$ cat src/rtl/fwd_hazard_unit_if.sv
// Bundle of pipeline-side signals exchanged with the forwarding/hazard unit.
// The pipeline uses the master view and the hazard unit uses the slave view.
interface fwd_hazard_unit_if #(
  parameter int REG_AW  = 5,
  parameter int NUM_SRC = 2
);
  logic                      id_valid;
  logic [NUM_SRC*REG_AW-1:0] id_src;
  logic [NUM_SRC*REG_AW-1:0] ex_src;
  logic                      ex_memread;
  logic [REG_AW-1:0]         ex_rd;
  logic                      mem_regwrite;
  logic                      mem_memread;
  logic [REG_AW-1:0]         mem_rd;
  logic                      wb_regwrite;
  logic [REG_AW-1:0]         wb_rd;
  logic                      pipe_flush;
  logic                      perf_clr;
  logic [2*NUM_SRC-1:0]      forward_sel;
  logic                      pc_write;
  logic                      ifid_write;
  logic                      idex_bubble;
  logic                      stalling;
  logic [15:0]               stall_count;

  modport master (
    output id_valid, id_src, ex_src, ex_memread, ex_rd,
           mem_regwrite, mem_memread, mem_rd, wb_regwrite, wb_rd,
           pipe_flush, perf_clr,
    input  forward_sel, pc_write, ifid_write, idex_bubble, stalling, stall_count
  );

  modport slave (
    input  id_valid, id_src, ex_src, ex_memread, ex_rd,
           mem_regwrite, mem_memread, mem_rd, wb_regwrite, wb_rd,
           pipe_flush, perf_clr,
    output forward_sel, pc_write, ifid_write, idex_bubble, stalling, stall_count
  );
endinterface

$ cat src/rtl/fwd_hazard_unit.sv
// Operand forwarding selects for EX plus a counter-based load-use stall FSM
// driving the PC / IF/ID enables and the ID/EX bubble.
module fwd_hazard_unit #(
  parameter int REG_AW    = 5,
  parameter int NUM_SRC   = 2,
  parameter int LOAD_LAT  = 1,
  parameter int WB_BYPASS = 1
) (
  input logic             clk,
  input logic             rst_n,
  fwd_hazard_unit_if.slave bus
);

  typedef enum logic [0:0] {
    IDLE  = 1'b0,
    STALL = 1'b1
  } state_e;

  localparam logic              BYPASS_EN = (WB_BYPASS != 32'sd0);
  localparam logic              LAT_MULTI = (LOAD_LAT > 32'sd1);
  localparam logic [3:0]        LAT_M1    = 4'(LOAD_LAT - 32'sd1);
  localparam logic [REG_AW-1:0] RD_ZERO   = {REG_AW{1'b0}};

  state_e               state_q, state_d;
  logic [3:0]           cnt_q, cnt_d;
  logic                 pwb_valid_q;
  logic [REG_AW-1:0]    pwb_rd_q;
  logic [15:0]          stall_count_q, stall_count_d;
  logic                 hz_s;
  logic                 stall_now_s;
  logic [2*NUM_SRC-1:0] fwd_sel_s;

  // Per-operand forward source, EX/MEM over MEM/WB over post-writeback latch.
  always_comb begin
    fwd_sel_s = {(2*NUM_SRC){1'b0}};
    for (int i = 0; i < NUM_SRC; i++) begin
      if (bus.mem_regwrite && !bus.mem_memread && (bus.mem_rd != RD_ZERO) &&
          (bus.mem_rd == bus.ex_src[i*REG_AW +: REG_AW])) begin
        fwd_sel_s[2*i +: 2] = 2'b10;
      end else if (bus.wb_regwrite && (bus.wb_rd != RD_ZERO) &&
                   (bus.wb_rd == bus.ex_src[i*REG_AW +: REG_AW])) begin
        fwd_sel_s[2*i +: 2] = 2'b01;
      end else if (BYPASS_EN && pwb_valid_q && (pwb_rd_q != RD_ZERO) &&
                   (pwb_rd_q == bus.ex_src[i*REG_AW +: REG_AW])) begin
        fwd_sel_s[2*i +: 2] = 2'b11;
      end else begin
        fwd_sel_s[2*i +: 2] = 2'b00;
      end
    end
  end

  // Load in EX whose destination is read by the instruction in ID.
  always_comb begin
    hz_s = 1'b0;
    for (int i = 0; i < NUM_SRC; i++) begin
      hz_s = hz_s | (bus.id_valid && bus.ex_memread && (bus.ex_rd != RD_ZERO) &&
                     (bus.ex_rd == bus.id_src[i*REG_AW +: REG_AW]));
    end
  end

  // Stall FSM: detection cycle stalls from IDLE, STALL covers the remaining cycles.
  always_comb begin
    state_d     = state_q;
    cnt_d       = cnt_q;
    stall_now_s = 1'b0;
    case (state_q)
      IDLE: begin
        stall_now_s = hz_s && !bus.pipe_flush;
        if (stall_now_s && LAT_MULTI) begin
          state_d = STALL;
          cnt_d   = LAT_M1;
        end else begin
          state_d = IDLE;
          cnt_d   = cnt_q;
        end
      end
      STALL: begin
        stall_now_s = !bus.pipe_flush;
        if (bus.pipe_flush || (cnt_q <= 4'd1)) begin
          state_d = IDLE;
          cnt_d   = 4'd0;
        end else begin
          state_d = STALL;
          cnt_d   = cnt_q - 4'd1;
        end
      end
      default: begin
        state_d     = IDLE;
        cnt_d       = 4'd0;
        stall_now_s = 1'b0;
      end
    endcase
  end

  // Saturating stall-cycle counter; a clear request beats an increment.
  always_comb begin
    if (bus.perf_clr) begin
      stall_count_d = 16'd0;
    end else if (stall_now_s && (stall_count_q != 16'hFFFF)) begin
      stall_count_d = stall_count_q + 16'd1;
    end else begin
      stall_count_d = stall_count_q;
    end
  end

  // State, counters and the post-writeback latch.
  always_ff @(posedge clk or negedge rst_n) begin
    if (!rst_n) begin
      state_q       <= IDLE;
      cnt_q         <= 4'd0;
      pwb_valid_q   <= 1'b0;
      pwb_rd_q      <= RD_ZERO;
      stall_count_q <= 16'd0;
    end else begin
      state_q       <= state_d;
      cnt_q         <= cnt_d;
      pwb_valid_q   <= bus.wb_regwrite;
      pwb_rd_q      <= bus.wb_rd;
      stall_count_q <= stall_count_d;
    end
  end

  assign bus.forward_sel = fwd_sel_s;
  assign bus.pc_write    = !stall_now_s;
  assign bus.ifid_write  = !stall_now_s;
  assign bus.idex_bubble = stall_now_s || bus.pipe_flush;
  assign bus.stalling    = (state_q == STALL);
  assign bus.stall_count = stall_count_q;

endmodule

$ cat src/flat_wrapper.sv
// flat-port wrapper written by rule: the top's interface ports become plain ports
module fwd_hazard_unit_flat 
#(
  parameter int REG_AW    = 5,
  parameter int NUM_SRC   = 2,
  parameter int LOAD_LAT  = 1,
  parameter int WB_BYPASS = 1
)
  (clk, rst_n, bus_id_valid, bus_id_src, bus_ex_src, bus_ex_memread, bus_ex_rd, bus_mem_regwrite, bus_mem_memread, bus_mem_rd, bus_wb_regwrite, bus_wb_rd, bus_pipe_flush, bus_perf_clr, bus_forward_sel, bus_pc_write, bus_ifid_write, bus_idex_bubble, bus_stalling, bus_stall_count);
  fwd_hazard_unit_if #(.REG_AW(REG_AW), .NUM_SRC(NUM_SRC)) bus_i ();
  input logic clk;
  input logic rst_n;
  input wire logic [$bits(bus_i.id_valid)-1:0] bus_id_valid;
  input wire logic [$bits(bus_i.id_src)-1:0] bus_id_src;
  input wire logic [$bits(bus_i.ex_src)-1:0] bus_ex_src;
  input wire logic [$bits(bus_i.ex_memread)-1:0] bus_ex_memread;
  input wire logic [$bits(bus_i.ex_rd)-1:0] bus_ex_rd;
  input wire logic [$bits(bus_i.mem_regwrite)-1:0] bus_mem_regwrite;
  input wire logic [$bits(bus_i.mem_memread)-1:0] bus_mem_memread;
  input wire logic [$bits(bus_i.mem_rd)-1:0] bus_mem_rd;
  input wire logic [$bits(bus_i.wb_regwrite)-1:0] bus_wb_regwrite;
  input wire logic [$bits(bus_i.wb_rd)-1:0] bus_wb_rd;
  input wire logic [$bits(bus_i.pipe_flush)-1:0] bus_pipe_flush;
  input wire logic [$bits(bus_i.perf_clr)-1:0] bus_perf_clr;
  output wire logic [$bits(bus_i.forward_sel)-1:0] bus_forward_sel;
  output wire logic [$bits(bus_i.pc_write)-1:0] bus_pc_write;
  output wire logic [$bits(bus_i.ifid_write)-1:0] bus_ifid_write;
  output wire logic [$bits(bus_i.idex_bubble)-1:0] bus_idex_bubble;
  output wire logic [$bits(bus_i.stalling)-1:0] bus_stalling;
  output wire logic [$bits(bus_i.stall_count)-1:0] bus_stall_count;
  assign bus_i.id_valid = bus_id_valid;
  assign bus_i.id_src = bus_id_src;
  assign bus_i.ex_src = bus_ex_src;
  assign bus_i.ex_memread = bus_ex_memread;
  assign bus_i.ex_rd = bus_ex_rd;
  assign bus_i.mem_regwrite = bus_mem_regwrite;
  assign bus_i.mem_memread = bus_mem_memread;
  assign bus_i.mem_rd = bus_mem_rd;
  assign bus_i.wb_regwrite = bus_wb_regwrite;
  assign bus_i.wb_rd = bus_wb_rd;
  assign bus_i.pipe_flush = bus_pipe_flush;
  assign bus_i.perf_clr = bus_perf_clr;
  assign bus_forward_sel = bus_i.forward_sel;
  assign bus_pc_write = bus_i.pc_write;
  assign bus_ifid_write = bus_i.ifid_write;
  assign bus_idex_bubble = bus_i.idex_bubble;
  assign bus_stalling = bus_i.stalling;
  assign bus_stall_count = bus_i.stall_count;
  fwd_hazard_unit #(.REG_AW(REG_AW), .NUM_SRC(NUM_SRC), .LOAD_LAT(LOAD_LAT), .WB_BYPASS(WB_BYPASS)) u_core (.clk(clk), .rst_n(rst_n), .bus(bus_i));
endmodule
$ cat config.mk
export PLATFORM = sky130hd
export DESIGN_NAME = fwd_hazard_unit_flat
export DESIGN_NICKNAME = d
export VERILOG_FILES = /design/src/rtl/fwd_hazard_unit_if.sv /design/src/rtl/fwd_hazard_unit.sv /design/src/flat_wrapper.sv
export SDC_FILE = /design/constraint.sdc
export NUM_CORES = 1
export LEC_CHECK = 0
export BUFFER_PORTS_ARGS = -buffer_cell sky130_fd_sc_hd__buf_2
export CAP_MARGIN = 10
export CORE_ASPECT_RATIO = 0.9
export CORE_MARGIN = 2
export CORE_UTILIZATION = 40
export DETAILED_ROUTE_END_ITERATION = 12
export GPL_ROUTABILITY_DRIVEN = 0
export GPL_TIMING_DRIVEN = 0
export HOLD_SLACK_MARGIN = 0.03
export PLACE_DENSITY = 0.67
export SYNTH_ARGS = -nofsm -noshare
export SYNTH_HDL_FRONTEND = slang
export SYNTH_SLANG_ARGS = --single-unit
$ cat constraint.sdc
create_clock -name clk -period 3 [get_ports clk]
set_clock_uncertainty 0.1 [all_clocks]
set_input_delay 0.6 -clock clk [delete_from_list [all_inputs] [get_ports clk]]
set_output_delay 0.6 -clock clk [all_outputs]
set_load 0.02 [all_outputs]
==> flow_metrics.py <==
metrics = {
    "logic_synthesis": {
        "synth_edf_count": 0,
        "synth-seq-area-share": 0.356,
        "synthCells": 198,
        "ys_warn_count": 0,
        "synth_seq_cells": 27,
        "syn-num-nets": 245,
        "async_reset_ff_frac": 1.00,
        "yosys_most_used_dff": "dfrtp_1",
        "synth_cell_types": 37,
        "postSynthAreaPerCell_um2": 9.59,
        "synth.cell_area_mm2": 0.00190,
    },
    "sta": {
        "final_max_slew_viol_count": 0,
        "hold_violations": 0,
        "tightestPinTransition_ps": 813,
        "rsz0062_at_grt": "no",
        "fmax_mhz": 350,
        "setup_violations": 0,
        "max-slew-margin-rel": 0.451,
        "min_period_ps": 2860,
        "fin_setup_tns_ps": 0,
        "fin_crit_sh": 0.953,
    },
    "power": {
        "fin_total_pwr_uw": 716,
        "intPower_uw": 525,
        "power_density_mw_per_mm2": 304,
        "peakVddDrop_mv": 0.239,
        "switchingPower_uw": 191,
        "clkPwrFrac": 0.286,
        "comb_power_share": 0.195,
        "leakage_nw": 0.988,
        "p_seq_frac": 0.520,
        "switching_share": 0.267,
    },
    "cells_and_area": {
        "layout_common_cells": "buf_2 (66), xnor2_1 (45), dfrtp_1 (27)",
        "nets": 317,
        "layout_commonest_cell": "buf_2",
        "fillCellCount": 454,
        "final_area_mm2": 0.00236,
        "area_delta_synth_final_pct": 24.3,
        "antenna_cells": 0,
        "drive_gt1_frac": 0.349,
        "final_cell_count_no_fill": 331,
    },
    "critical_path": {
        "cp-end-kind": "output port",
        "critPathArrivalTime_ps": 2160,
        "reg2reg_from": "u_core.cnt_q[0]$_DFFE_PN0P_",
        "cp.required_ps": 2300,
        "crit_start": "bus_wb_rd[4]",
        "crit_chain": "buf_2 > or4_1 > o21ai_0 > nor3_1 > o21bai_1 > buf_2",
        "cp_common_cell": "buf_2",
        "cp_top_family": "simple AND/OR/NAND/NOR gates",
        "crit_path_max_fanout": 4,
        "path_class": "input port to output port",
        "crit_slowest_cell": "or4_1",
        "start_kind": "input port",
        "worst-path-buf-inv": 2,
        "slowest_delay_ps": 520,
    },
    "clock_tree": {
        "cts_sinks": 27,
        "cts_tree": "built",
        "clkTransAtPathRegs_ps": 90,
        "cts_buffers": 3,
        "clk_latency_ps": 270,
        "clk_path_buf_depth": 2,
        "htree_levels": 1,
        "cts_root_buf": "clkbuf_8",
        "holdBufCountCts": 0,
        "postCtsResizedCells": 0,
    },
    "placed_design": {
        "io_buffer_count": 66,
        "place_hpwl_um": 3340,
        "place_area_mm2": 0.00231,
        "place_inst": 326,
    },
    "global_route": {
        "antenna_found_initial": 0,
        "grt_max_degree": 28,
        "grt_pass1_wl_um": 7000,
        "grt_use_total": 0.161,
        "grt_overflow": 0,
        "grt_pass1_vias": 1562,
    },
    "floorplanning": {
        "start_util": 0.420,
        "dieHeight_um": 69.4,
        "num_rows": 23,
        "dieArea_mm2": 0.00531,
        "io_pins": 68,
        "coreArea_mm2": 0.00452,
        "die_w_um": 76.6,
    },
    "run_status": {
        "status": "finished clean",
    },
    "routing": {
        "drt_iter0_drc": 57,
        "ant_nets": 0,
        "wl_per_cell_um": 12.6,
        "viasPerCell": 4.91,
        "num_vias": 1626,
        "drt_wl_total_um": 4170,
        "firstDrtPassIters": 4,
        "drc_errors": 0,
    },
    "job": {
        "cap_violations": 0,
    },
    "min_path": {
        "hold_class": "input port to asynchronous set/reset pin",
    },
}
[stage by stage]
stage	util	hold slack [ps]	worst slack, ps
2_1_floorplan	-	204	344
4_1_cts	0.521	242	22.2
3_3_place_gp	0.510	422	77.3
3_5_place_dp	0.510	417	20.1
6_report	0.522	223	141
5_1_grt	0.522	268	42.7
[synthesized netlist by cell type, types with 2 or more instances]
master	number	area, um2
xnor2_1	45	394
dfrtp_1	27	676
nor2_1	19	71.3
nand2_1	18	67.6
nand3_1	10	50.1
xor2_1	10	87.6
nor3_2	7	70.1
nor3_1	6	30.0
nor4_2	6	75.1
inv_1	5	18.8
o21ai_0	5	25.0
a21oi_1	3	15.0
ha_1	3	37.5
nor4_1	3	18.8
or3_1	3	18.8
or4_1	3	22.5
and3_1	2	12.5
buf_4	2	15.0
nand4_1	2	12.5
o21bai_1	2	15.0
[layout make-up]
type / count / area, um2 / share of cell area
Clock inverter: 1 / 5.00 / 0.00212
Multi-Input combinational cell: 161 / 1170 / 0.496
Sequential cell: 27 / 676 / 0.286
Buffer: 5 / 33.8 / 0.0143
Timing Repair Buffer: 67 / 338 / 0.143
Inverter: 5 / 18.8 / 0.00795
Tap cell: 62 / 77.6 / 0.0329
Clock buffer: 3 / 41.3 / 0.0175
[final timing paths]
kind	end	slack (ps)	cells after the start
max in group asynchronous	u_core.cnt_q[1]$_DFFE_PN0P_	2180	1
hold / removal	u_core.bus.stall_count[7]$_DFFE_PN0P_	220	1
hold reg to reg	u_core.cnt_q[3]$_DFFE_PN0P_	440	1
min in group clk	u_core.pwb_valid_q$_DFF_PN0_	350	1
setup reg to reg	u_core.cnt_q[3]$_DFFE_PN0P_	880	6
setup / recovery	bus_forward_sel[1]	140	6
[sequential cells by signal (all words and copies together), names as in the netlist]
signal / cells
u_core.cnt_q: 4
u_core.pwb_rd_q: 5
u_core.bus.stalling: 1
u_core.pwb_valid_q: 1
u_core.bus.stall_count: 16
[power groups by stage]
stage	logic [mW]	registers [mW]	clock network, mW
finish	0.139	0.372	0.204
global route	0.154	0.373	0.227
CTS	0.140	0.372	0.211
detailed placement	0.140	0.380	0
global placement	0.138	0.379	0
floorplan	0.0737	0.379	0
[layer usage]
layer	global-route usage	wire (um)	part of all wire	vias up
met1	0.231	2100	0.50	765
met4	0.0364	38	0.0091	0
li1	-	-	-	824
met5	0	0	0	-
met3	0.0339	157	0.038	4
met2	0.251	1880	0.45	33
[what timing repair did]
item | 4_1_cts | 5_1_grt
endpoints found under the setup margin | 0 | 1
hold endpoints to repair | 0 | 0
buffers inserted | 0 | 1
[cells by family after synthesis]
group | count (synthesis) | share of synthesized area
flip-flops | 27 | 0.356
buffers and inverters | 10 | 0.0277
XOR/XNOR | 55 | 0.254
adder cells (fa/ha/maj) | 3 | 0.0198
AO/OA/AOI/OAI | 17 | 0.0699
multiplexers | 1 | 0.00527
AND/OR/NAND/NOR | 85 | 0.268
[worst reg2reg max path, cell delays in order (launching register included)]
cell	delay [ps]
dfrtp_1	420
inv_1	100
ha_1	200
nor2_1	60
o311ai_0	680
o21ai_0	200
a22o_1	260
Power figures use the tool's default switching activity.
